`config.mk`:
```
export PLATFORM = sky130hd
export DESIGN_NAME = mbt_collect
export DESIGN_NICKNAME = d
export VERILOG_FILES = /design/src/rtl/mbt_collect.sv
export SDC_FILE = /design/constraint.sdc
export NUM_CORES = 1
export LEC_CHECK = 0
export CAP_MARGIN = 20
export CELL_PAD_IN_SITES_DETAIL_PLACEMENT = 2
export CELL_PAD_IN_SITES_GLOBAL_PLACEMENT = 2
export CORE_ASPECT_RATIO = 1.75
export CORE_MARGIN = 2
export CORE_UTILIZATION = 34
export CTS_CLUSTER_SIZE = 8
export DETAILED_ROUTE_END_ITERATION = 16
export PLACE_DENSITY_LB_ADDON = 0.1
export SLEW_MARGIN = 40
export SYNTH_ARGS = -nofsm -noshare
export SYNTH_HDL_FRONTEND = slang
export SYNTH_SLANG_ARGS = --single-unit
```
`constraint.sdc`:
```
create_clock -name clk -period 4.8 [get_ports clk]
set_input_delay 0.48 -clock clk [delete_from_list [all_inputs] [get_ports clk]]
set_output_delay 0.48 -clock clk [all_outputs]
set_load 0.05 [all_outputs]
```
`src/rtl/mbt_collect.sv`:
```
// Return path of the four-lane Mandelbrot engine array: gathers one iteration
// count per lane for a launched pixel group and serialises them into frame-buffer writes.
module mbt_collect #(
    parameter int ITER_W = 8,
    parameter int H_RES  = 640,
    parameter int V_RES  = 480,
    parameter int ADDR_W = 19
) (
    input  logic              clk,
    input  logic              rst_n,
    input  logic              start,
    input  logic [15:0]       i_x,
    input  logic [15:0]       i_y,
    input  logic              done_0,
    input  logic              done_1,
    input  logic              done_2,
    input  logic              done_3,
    input  logic [ITER_W-1:0] iter_0,
    input  logic [ITER_W-1:0] iter_1,
    input  logic [ITER_W-1:0] iter_2,
    input  logic [ITER_W-1:0] iter_3,
    output logic              busy,
    output logic              fb_we,
    output logic [ADDR_W-1:0] fb_addr,
    output logic [ITER_W-1:0] fb_data,
    input  logic              fb_ready,
    output logic              frame_done,
    output logic              err_overrun
);

    typedef enum logic [1:0] {S_IDLE, S_WAIT, S_WRITE} state_t;

    state_t            state, state_nx;
    logic [15:0]       base_x, base_y;
    logic [ADDR_W-1:0] base_row;
    logic [3:0]        flags, flags_nx;
    logic [ITER_W-1:0] result    [4];
    logic [ITER_W-1:0] result_nx [4];
    logic [ITER_W-1:0] iter_in   [4];
    logic [3:0]        done_in;
    logic [1:0]        lane, lane_nx;
    logic [ITER_W-1:0] data_nx;
    logic              capture;
    logic [16:0]       cur_x, next_x;

    assign done_in = {done_3, done_2, done_1, done_0};

    always_comb begin
        iter_in[0] = iter_0;
        iter_in[1] = iter_1;
        iter_in[2] = iter_2;
        iter_in[3] = iter_3;
    end

    // Row base is pre-multiplied at capture, so the write path only adds the lane.
    assign cur_x   = {1'b0, base_x} + 17'(lane);
    assign next_x  = cur_x + 17'd1;
    assign fb_addr = base_row + ADDR_W'(cur_x);
    assign busy    = (state != S_IDLE);
    assign fb_we   = (state == S_WRITE);

    // NOTE: combinational logic uses blocking '=' with every output defaulted
    // first, so no path leaves a signal unassigned and infers a latch.
    always_comb begin
        state_nx  = state;
        flags_nx  = flags;
        result_nx = result;
        lane_nx   = lane;
        data_nx   = fb_data;
        capture   = 1'b0;
        unique case (state)
            S_IDLE: begin
                if (start) begin
                    capture  = 1'b1;
                    flags_nx = '0;
                    state_nx = S_WAIT;
                end
            end
            S_WAIT: begin
                for (int i = 0; i < 4; i++) begin
                    if (done_in[i] && !flags[i]) begin
                        flags_nx[i]  = 1'b1;
                        result_nx[i] = iter_in[i];
                    end
                end
                if (&flags_nx) begin
                    lane_nx  = 2'd0;
                    data_nx  = result_nx[0];
                    state_nx = (base_x < 16'(H_RES)) ? S_WRITE : S_IDLE;
                end
            end
            S_WRITE: begin
                if (fb_ready) begin
                    // Clipped lanes are always the trailing ones, so stopping early skips them.
                    if (lane == 2'd3 || next_x >= 17'(H_RES)) begin
                        state_nx = S_IDLE;
                        lane_nx  = 2'd0;
                    end else begin
                        lane_nx = lane + 2'd1;
                    end
                    data_nx = result[lane_nx];
                end
            end
            default: state_nx = S_IDLE;
        endcase
    end

    // NOTE: sequential state uses non-blocking '<='; the four result registers
    // are small enough that clearing them on reset costs nothing.
    always_ff @(posedge clk or negedge rst_n) begin
        if (!rst_n) begin
            state       <= S_IDLE;
            base_x      <= '0;
            base_y      <= '0;
            base_row    <= '0;
            flags       <= '0;
            lane        <= '0;
            fb_data     <= '0;
            frame_done  <= 1'b0;
            err_overrun <= 1'b0;
            for (int i = 0; i < 4; i++) result[i] <= '0;
        end else begin
            state      <= state_nx;
            flags      <= flags_nx;
            result     <= result_nx;
            lane       <= lane_nx;
            fb_data    <= data_nx;
            frame_done <= fb_we && fb_ready && (cur_x == 17'(H_RES - 1))
                          && (base_y == 16'(V_RES - 1));
            if (capture) begin
                base_x   <= i_x;
                base_y   <= i_y;
                base_row <= ADDR_W'(i_y) * ADDR_W'(H_RES);
            end
            if (start && state != S_IDLE) err_overrun <= 1'b1;
        end
    end

endmodule

```
==> impl_metrics.toml, run 1 <==
[floorplanning]
top_level_ports = 103
die_area_um2 = 17600
fp.dieW_um = 101
rows = 62
die_h_um = 174
start_util_pct = 34.4
core-area_um2 = 16300

[clocking]
clock_insertion_delay_worst_skew_ns = 0.35
cts_inserted_buffers = 9
cts-root-to-sink-buffers = 2
clock_tree_from_tritoncts = "yes"
worst_setup_hold_path_clk_slew_ns = 0.07
ctsHoldBuffers = 0
cts.root.buffer_cell = "clkbuf_16"
postCtsSetupRepairBufs = 0
cts_htree_levels = 3
cts_sinks = 92

[detailed_routing]
post_drt_wl_per_cell_um = 21.2
postRouteWirelength_um = 17200
postRouteAntennaNets = 0
vias_per_cell = 5.44
detailroute.via_count = 4409
detailedRoute.firstPassIterationCount = 4
initialDrtViolationCount = 56
count_of_unresolved_drc_violations_after_routing = 0

[logic_synthesis]
muxShareOfSynthArea_pct = 16.7
netlist_instances = 516
synth-compound-area-share_pct = 13.3
yosys.area_share.simple_pct = 12.9
syn-cell-area_um2 = 5600
yosys.cell_types.count = 67
adder_and_majority_cell_fraction_of_the_synthesized_area_pct = 8.45
synth_enable_flop_cells = 0
ys_dominant_reg_cell = "dfrtp_1"
synth_nets = 624
postSynthRegisterBits = 92
synthXorXnorAreaFrac_pct = 4.38
post_synth.cell_area_avg_um2 = 10.9
async_sr_flop_fraction_pct = 100
yosys_warnings = 0
synth_seq_area_share_pct = 41.1
dominant_combinational_cell_family_by_area_after_synthesis = "multiplexers"

[hold_path]
worst_hold_path_type = "in -> async"

[sta]
worstMarginPinSlew_ns = 0.733
layout_worst_path_cycle_share_pct = 94.2
timing.setup.tns_ns = 0
achievable-frequency_mhz = 221
layout_min_cycle_time_ns = 4.52
maxSlewViolCount = 0
grt_setup_unrepaired = "false"
fin_worst_skew_ns = 0.0146
report.final.hold_viol_count = 0
max_slew_margin_pct = 51.2
setup_violations_final = 0

[setup_path]
required_ns = 4.32
worstPathBufferInverterCount = 2
data_arrival_time_of_the_critical_path_ns = 4.04
max_stage_delay_ns = 0.42
timing.setup.critical_path_class = "reg -> out"
path_delay_family = "compound AO/OA/AOI/OAI gates"
startpoint_type = "flip-flop"
setup.worst_path.end_class = "output port"
critical_path_top_delay_cell = "dfrtp_1"
crit_path_max_fanout = 8
cell_chain_of_the_critical_path = "ha_1 > a21oi_4 > nor3_2 > and3_2 > xnor2_2 > inv_1 > ha_1 > a21o_1 > a21oi_2 > o21bai_1 > a21o_1 > a311oi_4 > nand3_1 > o211ai_1 > buf_12"

[power_and_ir_drop]
p_sw_share_pct = 47.2
power.sequential.fraction_pct = 26.4
power_frac_clock_pct = 12.9
power_switching_mw = 2.66
max-vdd-ir-drop_v = 0.000644
power.static_leakage_nw = 3.01
p_int_mw = 2.97
power.combinational.fraction_pct = 60.7
power_density_nw_per_um2 = 780

[place]
io_buffers = 102
dpl-instance-area_um2 = 6850
place_hpwl_um = 13200
gpl.final_weighted_congestion = 0.828

[final_layout]
flow.area_growth_from_synthesis_pct = 29.0
final_layout_size_suffix_gt1_share_pct = 21.4
fin_util_pct = 44.3
postLayoutCellArea_um2 = 7220
antenna_cells = 0
nets = 721

[status]
run_status = "finished, final reports clean"

[global_routing]
total_global_routing_track_utilization_pct = 20.4
vias_in_the_first_global_route = 5154
grt_antenna_before_repair = 0
sum_of_overflow_across_all_layers_after_global_routing = 0
grt_first_pass_wirelength_um = 27500
grt_max_degree = 57

[run]
drv.max_cap_violation_count = 0
## flip-flops by register name (all words and copies together), names as in the netlist
signal and count:
lane 2, base_y 16, base_x 16, fb_data 8
state 2, result 32, flags 4, err_overrun 1
frame_done 1, base_row 10
## Yosys cell counts, types with 2 or more instances
cell type,instances,area [µm²]
o41ai_1,7,61.3
fa_1,3,60.1
nor2_1,25,93.8
nor2b_1,2,12.5
nand2b_1,2,12.5
o22ai_1,2,12.5
nand2_1,40,150
and3_1,2,12.5
a211oi_1,8,60.1
clkbuf_1,13,48.8
a21o_1,13,97.6
and4_1,2,17.5
nand4_1,3,18.8
nand4b_1,5,43.8
nand3b_1,8,60.1
o2111ai_1,2,17.5
nor3_1,8,40.0
mux2i_1,19,190
or2_2,3,18.8
inv_1,22,82.6
nor4_1,4,25.0
nand3_1,16,80.1
dfrtp_1,92,2300
xor2_1,9,78.8
a21oi_1,14,70.1
nor4b_1,2,17.5
a31o_2,8,70.1
a2111oi_0,2,17.5
o21ai_2,2,17.5
buf_1,4,15.0
o211ai_1,2,15.0
buf_6,2,22.5
a31oi_1,2,12.5
o21bai_1,2,15.0
and2_1,2,12.5
mux2_2,66,743
o21ai_0,15,75.1
xnor2_1,19,166
o31a_1,2,17.5
o221ai_1,2,17.5
o21a_1,2,15.0
ha_1,33,413
## repair_timing
| item | CTS | global route |
|---|---|---|
| resized for setup | 5 | 6 |
| pin swaps | 0 | 1 |
| setup endpoints to repair | 4 | 4 |
## layout by cell type (no fill, tap or decap), types with 3 or more instances in the layout
cell	instances
buf_12	6
clkinv_4	3
nand4b_1	5
mux2i_1	19
nand2_1	40
a21o_1	13
clkbuf_16	9
mux2_2	66
nor4_1	4
inv_1	22
xnor2_1	18
xor2_1	8
nand4_1	3
o41ai_1	7
nand3_1	16
dfrtp_1	92
nand3b_1	8
ha_1	33
a211oi_1	8
nor3_1	8
o21ai_0	15
a21oi_1	13
buf_4	9
or2_2	3
nor2_1	24
clkdlybuf4s50_1	92
a31o_2	8
## area by class of cell
cell class	count	area [µm²]
timing repair buffer	107	1110
inverter	22	82.6
fill	1729	9070
multi-input combinational	381	3190
tap	192	240
sequential	92	2300
clock inverter	7	78.8
clock buffer	9	225
## worst paths after layout
path / from / to / slack, ns / depth (start not counted)
setup / recovery: lane[1] / fb_addr[17] / 0.28 / 15
hold / removal: rst_n / base_x[12] / 0.09 / 1
setup reg to reg: base_x[0] / fb_data[5] / 1.43 / 10
hold reg to reg: err_overrun / err_overrun / 0.49 / 1
max in group asynchronous: rst_n / flags[1] / 3.58 / 2
min in group clk: err_overrun / err_overrun / 0.49 / 1
## power groups by stage
| stage | registers (mW) | clock network (mW) | logic [mW] |
|---|---|---|---|
| 2_1_floorplan | 1.45 | 0 | 2.20 |
| 3_3_place_gp | 1.46 | 0 | 3.29 |
| 3_5_place_dp | 1.49 | 0 | 3.39 |
| 4_1_cts | 1.49 | 0.752 | 3.44 |
| 5_1_grt | 1.55 | 0.774 | 3.66 |
| 6_report | 1.48 | 0.726 | 3.42 |
## per-layer routing
| metal | wire (µm) | global-route usage [%] | vias to the layer above |
|---|---|---|---|
| met3 | 396 | 2.62 | 14 |
| met2 | 10400 | 41.5 | 69 |
| met5 | 0 | 0 | - |
| met1 | 6090 | 21.0 | 2244 |
| li1 | - | - | 2082 |
| met4 | 250 | 5.24 | 0 |
## metrics by stage
step | power, mW | hold WS, ns | std cells | setup WS (ns)
2_1_floorplan | 3.65 | 0.184 | 516 | 0.571
4_1_cts | 5.68 | 0.123 | 810 | 0.0285
5_1_grt | 5.98 | 0.130 | 810 | 0.0190
6_report | 5.63 | 0.0891 | 810 | 0.277
3_5_place_dp | 4.88 | 0.469 | 794 | 0.148
3_3_place_gp | 4.75 | 0.442 | 794 | 0.342
## kinds of logic (layout without fill, tap and decap cells)
| group | after synthesis | after routing |
|---|---|---|
| buffers and inverters | 43 | 145 |
| AOI/OAI and AO/OA | 97 | 97 |
| and+or+nand+nor | 135 | 135 |
| xor gates and xnor gates | 28 | 28 |
| muxes | 85 | 85 |
| DFF | 92 | 92 |
| adders and majority gates | 36 | 36 |
Note: power is estimated with default switching activity, not from simulation.
==> inputs of run 2 (changes only) <==
--- a/config.mk
+++ b/config.mk
@@ -14,7 +14,6 @@
 export CTS_CLUSTER_SIZE = 8
 export DETAILED_ROUTE_END_ITERATION = 16
 export PLACE_DENSITY_LB_ADDON = 0.1
-export SLEW_MARGIN = 40
 export SYNTH_ARGS = -nofsm -noshare
 export SYNTH_HDL_FRONTEND = slang
 export SYNTH_SLANG_ARGS = --single-unit
==> run 2 against run 1 <==
Effect of this change:
- first-iteration DRC count stayed put
- combinational power hardly changed
- utilization hardly changed
- critical endpoint unchanged
- critical path depth stayed put
- maximum frequency stayed put
- sequential share of layout area hardly changed
- global-route usage stayed put
- via count stayed put
==> impl_metrics.toml, run 2 (same netlist as run 1, synthesis figures left out) <==
[clocking]
clock_insertion_delay_worst_skew_ns = 0.35
cts-root-to-sink-buffers = 2
cts_inserted_buffers = 9
cts_htree_levels = 3
postCtsSetupRepairBufs = 0
cts_sinks = 92
clock_tree_from_tritoncts = "yes"
cts.root.buffer_cell = "clkbuf_16"
worst_setup_hold_path_clk_slew_ns = 0.07

[sta]
maxSlewViolCount = 0
timing.setup.tns_ns = 0
layout_worst_path_cycle_share_pct = 94.2
report.final.hold_viol_count = 0
setup_violations_final = 0
layout_min_cycle_time_ns = 4.52
fin_worst_skew_ns = 0.0146
setup_slack_after_layout_ns = 0.277
worstMarginPinSlew_ns = 0.845
max_slew_margin_pct = 43.7
grt_setup_unrepaired = "false"
achievable-frequency_mhz = 221

[setup_path]
cell_chain_of_the_critical_path = "ha_1 > a21oi_4 > nor3_2 > and3_2 > xnor2_2 > inv_1 > ha_1 > a21o_1 > a21oi_2 > o21bai_1 > a21o_1 > a311oi_4 > nand3_1 > o211ai_1 > buf_12"
setup.worst_path.end_class = "output port"
data_arrival_time_of_the_critical_path_ns = 4.04
startpoint_type = "flip-flop"
required_ns = 4.32
reg2reg_slack_ns = 1.43
crit_path_max_fanout = 8
critical_path_top_delay_cell = "dfrtp_1"
max_stage_delay_ns = 0.42
timing.setup.critical_path_class = "reg -> out"

[global_routing]
grt_antenna_before_repair = 0
total_global_routing_track_utilization_pct = 20.4
vias_in_the_first_global_route = 5154
grt_max_degree = 57
grt_first_pass_wirelength_um = 27500
sum_of_overflow_across_all_layers_after_global_routing = 0

[run]
drv.max_cap_violation_count = 0

[final_layout]
largest_register_ffs = 32
postLayoutCellArea_um2 = 7220
most-common-layout-cells = "dfrtp_1, clkdlybuf4s50_1, mux2_2"
flow.area_growth_from_synthesis_pct = 29.0
final_layout_size_suffix_gt1_share_pct = 21.2
nets = 721
reg.largest.list = "result (32), base_x (16), base_y (16)"
largest-register = "result"
antenna_cells = 0
filler_cell_count = 1730

[floorplanning]
die_area_um2 = 17600
rows = 62
top_level_ports = 103
fp.dieW_um = 101
core-area_um2 = 16300
start_util_pct = 34.4
die_h_um = 174

[detailed_routing]
vias_per_cell = 5.44
count_of_unresolved_drc_violations_after_routing = 0
detailroute.via_count = 4409
post_drt_wl_per_cell_um = 21.2
initialDrtViolationCount = 56
postRouteAntennaNets = 0
postRouteWirelength_um = 17200
detailedRoute.firstPassIterationCount = 4

[place]
dpl-instance-area_um2 = 6850
place_hpwl_um = 13200
io_buffers = 102
gpl.final_weighted_congestion = 0.828
detailedPlace.worstSlack_ns = 0.148

[power_and_ir_drop]
p_total_mw = 5.63
power_density_nw_per_um2 = 780
power.static_leakage_nw = 3.01
max-vdd-ir-drop_v = 0.000644

[hold_path]
worst_hold_path_type = "in -> async"

[status]
run_status = "finished, final reports clean"
==> run 2: changes by cell type in the layout (fill, tap and decap cells not counted) <==
| cell | before | now |
|---|---|---|
| and2_1 | 1 | 2 |
| and2_2 | 1 | 0 |
==> run 2: power by group <==
part	leakage, nW	switching, mW	internal (mW)
registers	1.10	0.338	1.15
clock network	0.148	0.357	0.369
logic	1.76	1.96	1.46
total	3.01	2.66	2.97
==> run 2: per-stage QoR <==
stage / utilization [%] / instances / hold WS [ns]
finish: 44.3 / 810 / 0.0891
global route: 44.3 / 810 / 0.130
CTS: 44.1 / 810 / 0.123
detailed placement: 42.0 / 794 / 0.469
global placement: 42.0 / 794 / 0.442
floorplan: - / 516 / 0.184
==> run 2: area by class of cell <==
| type | count | area [µm²] | area share, % |
|---|---|---|---|
| Clock buffer | 9 | 225 | 3.12 |
| Clock inverter | 7 | 78.8 | 1.09 |
| Inverter | 22 | 82.6 | 1.14 |
| Multi-Input combinational cell | 381 | 3190 | 44.1 |
| Sequential cell | 92 | 2300 | 31.9 |
| Tap cell | 192 | 240 | 3.33 |
| Timing Repair Buffer | 107 | 1110 | 15.3 |
==> run 2: path summary, 6_finish.rpt <==
check,cells after the start,end,startpoint
max,15,fb_addr[17],lane[1]
min,1,base_x[12],rst_n
max reg2reg,10,fb_data[5],base_x[0]
min reg2reg,1,err_overrun,err_overrun
max in group asynchronous,2,flags[1],rst_n
min in group clk,1,err_overrun,err_overrun
==> run 2: metal layers <==
layer	vias to the layer above	part of all wire, %	global-route usage [%]
li1	2082	-	-
met1	2244	35	21.0
met4	0	1.5	5.24
met2	69	61	41.5
met5	-	0	0
met3	14	2.3	2.62
==> run 2: timing repair <==
item	CTS	global route
resized for setup	5	6
hold buffers	0	0
cloned	0	0
setup endpoints to repair	4	4
pin swaps	0	1
==> run 2: critical path: cells and delay by family, from the launching register on <==
family,cells,cell delay [ns]
compound gates,7,1.56
fa+ha+maj,2,0.69
simple gates,3,0.48
flops,1,0.42
buf+inv,2,0.28
xor+xnor,1,0.27
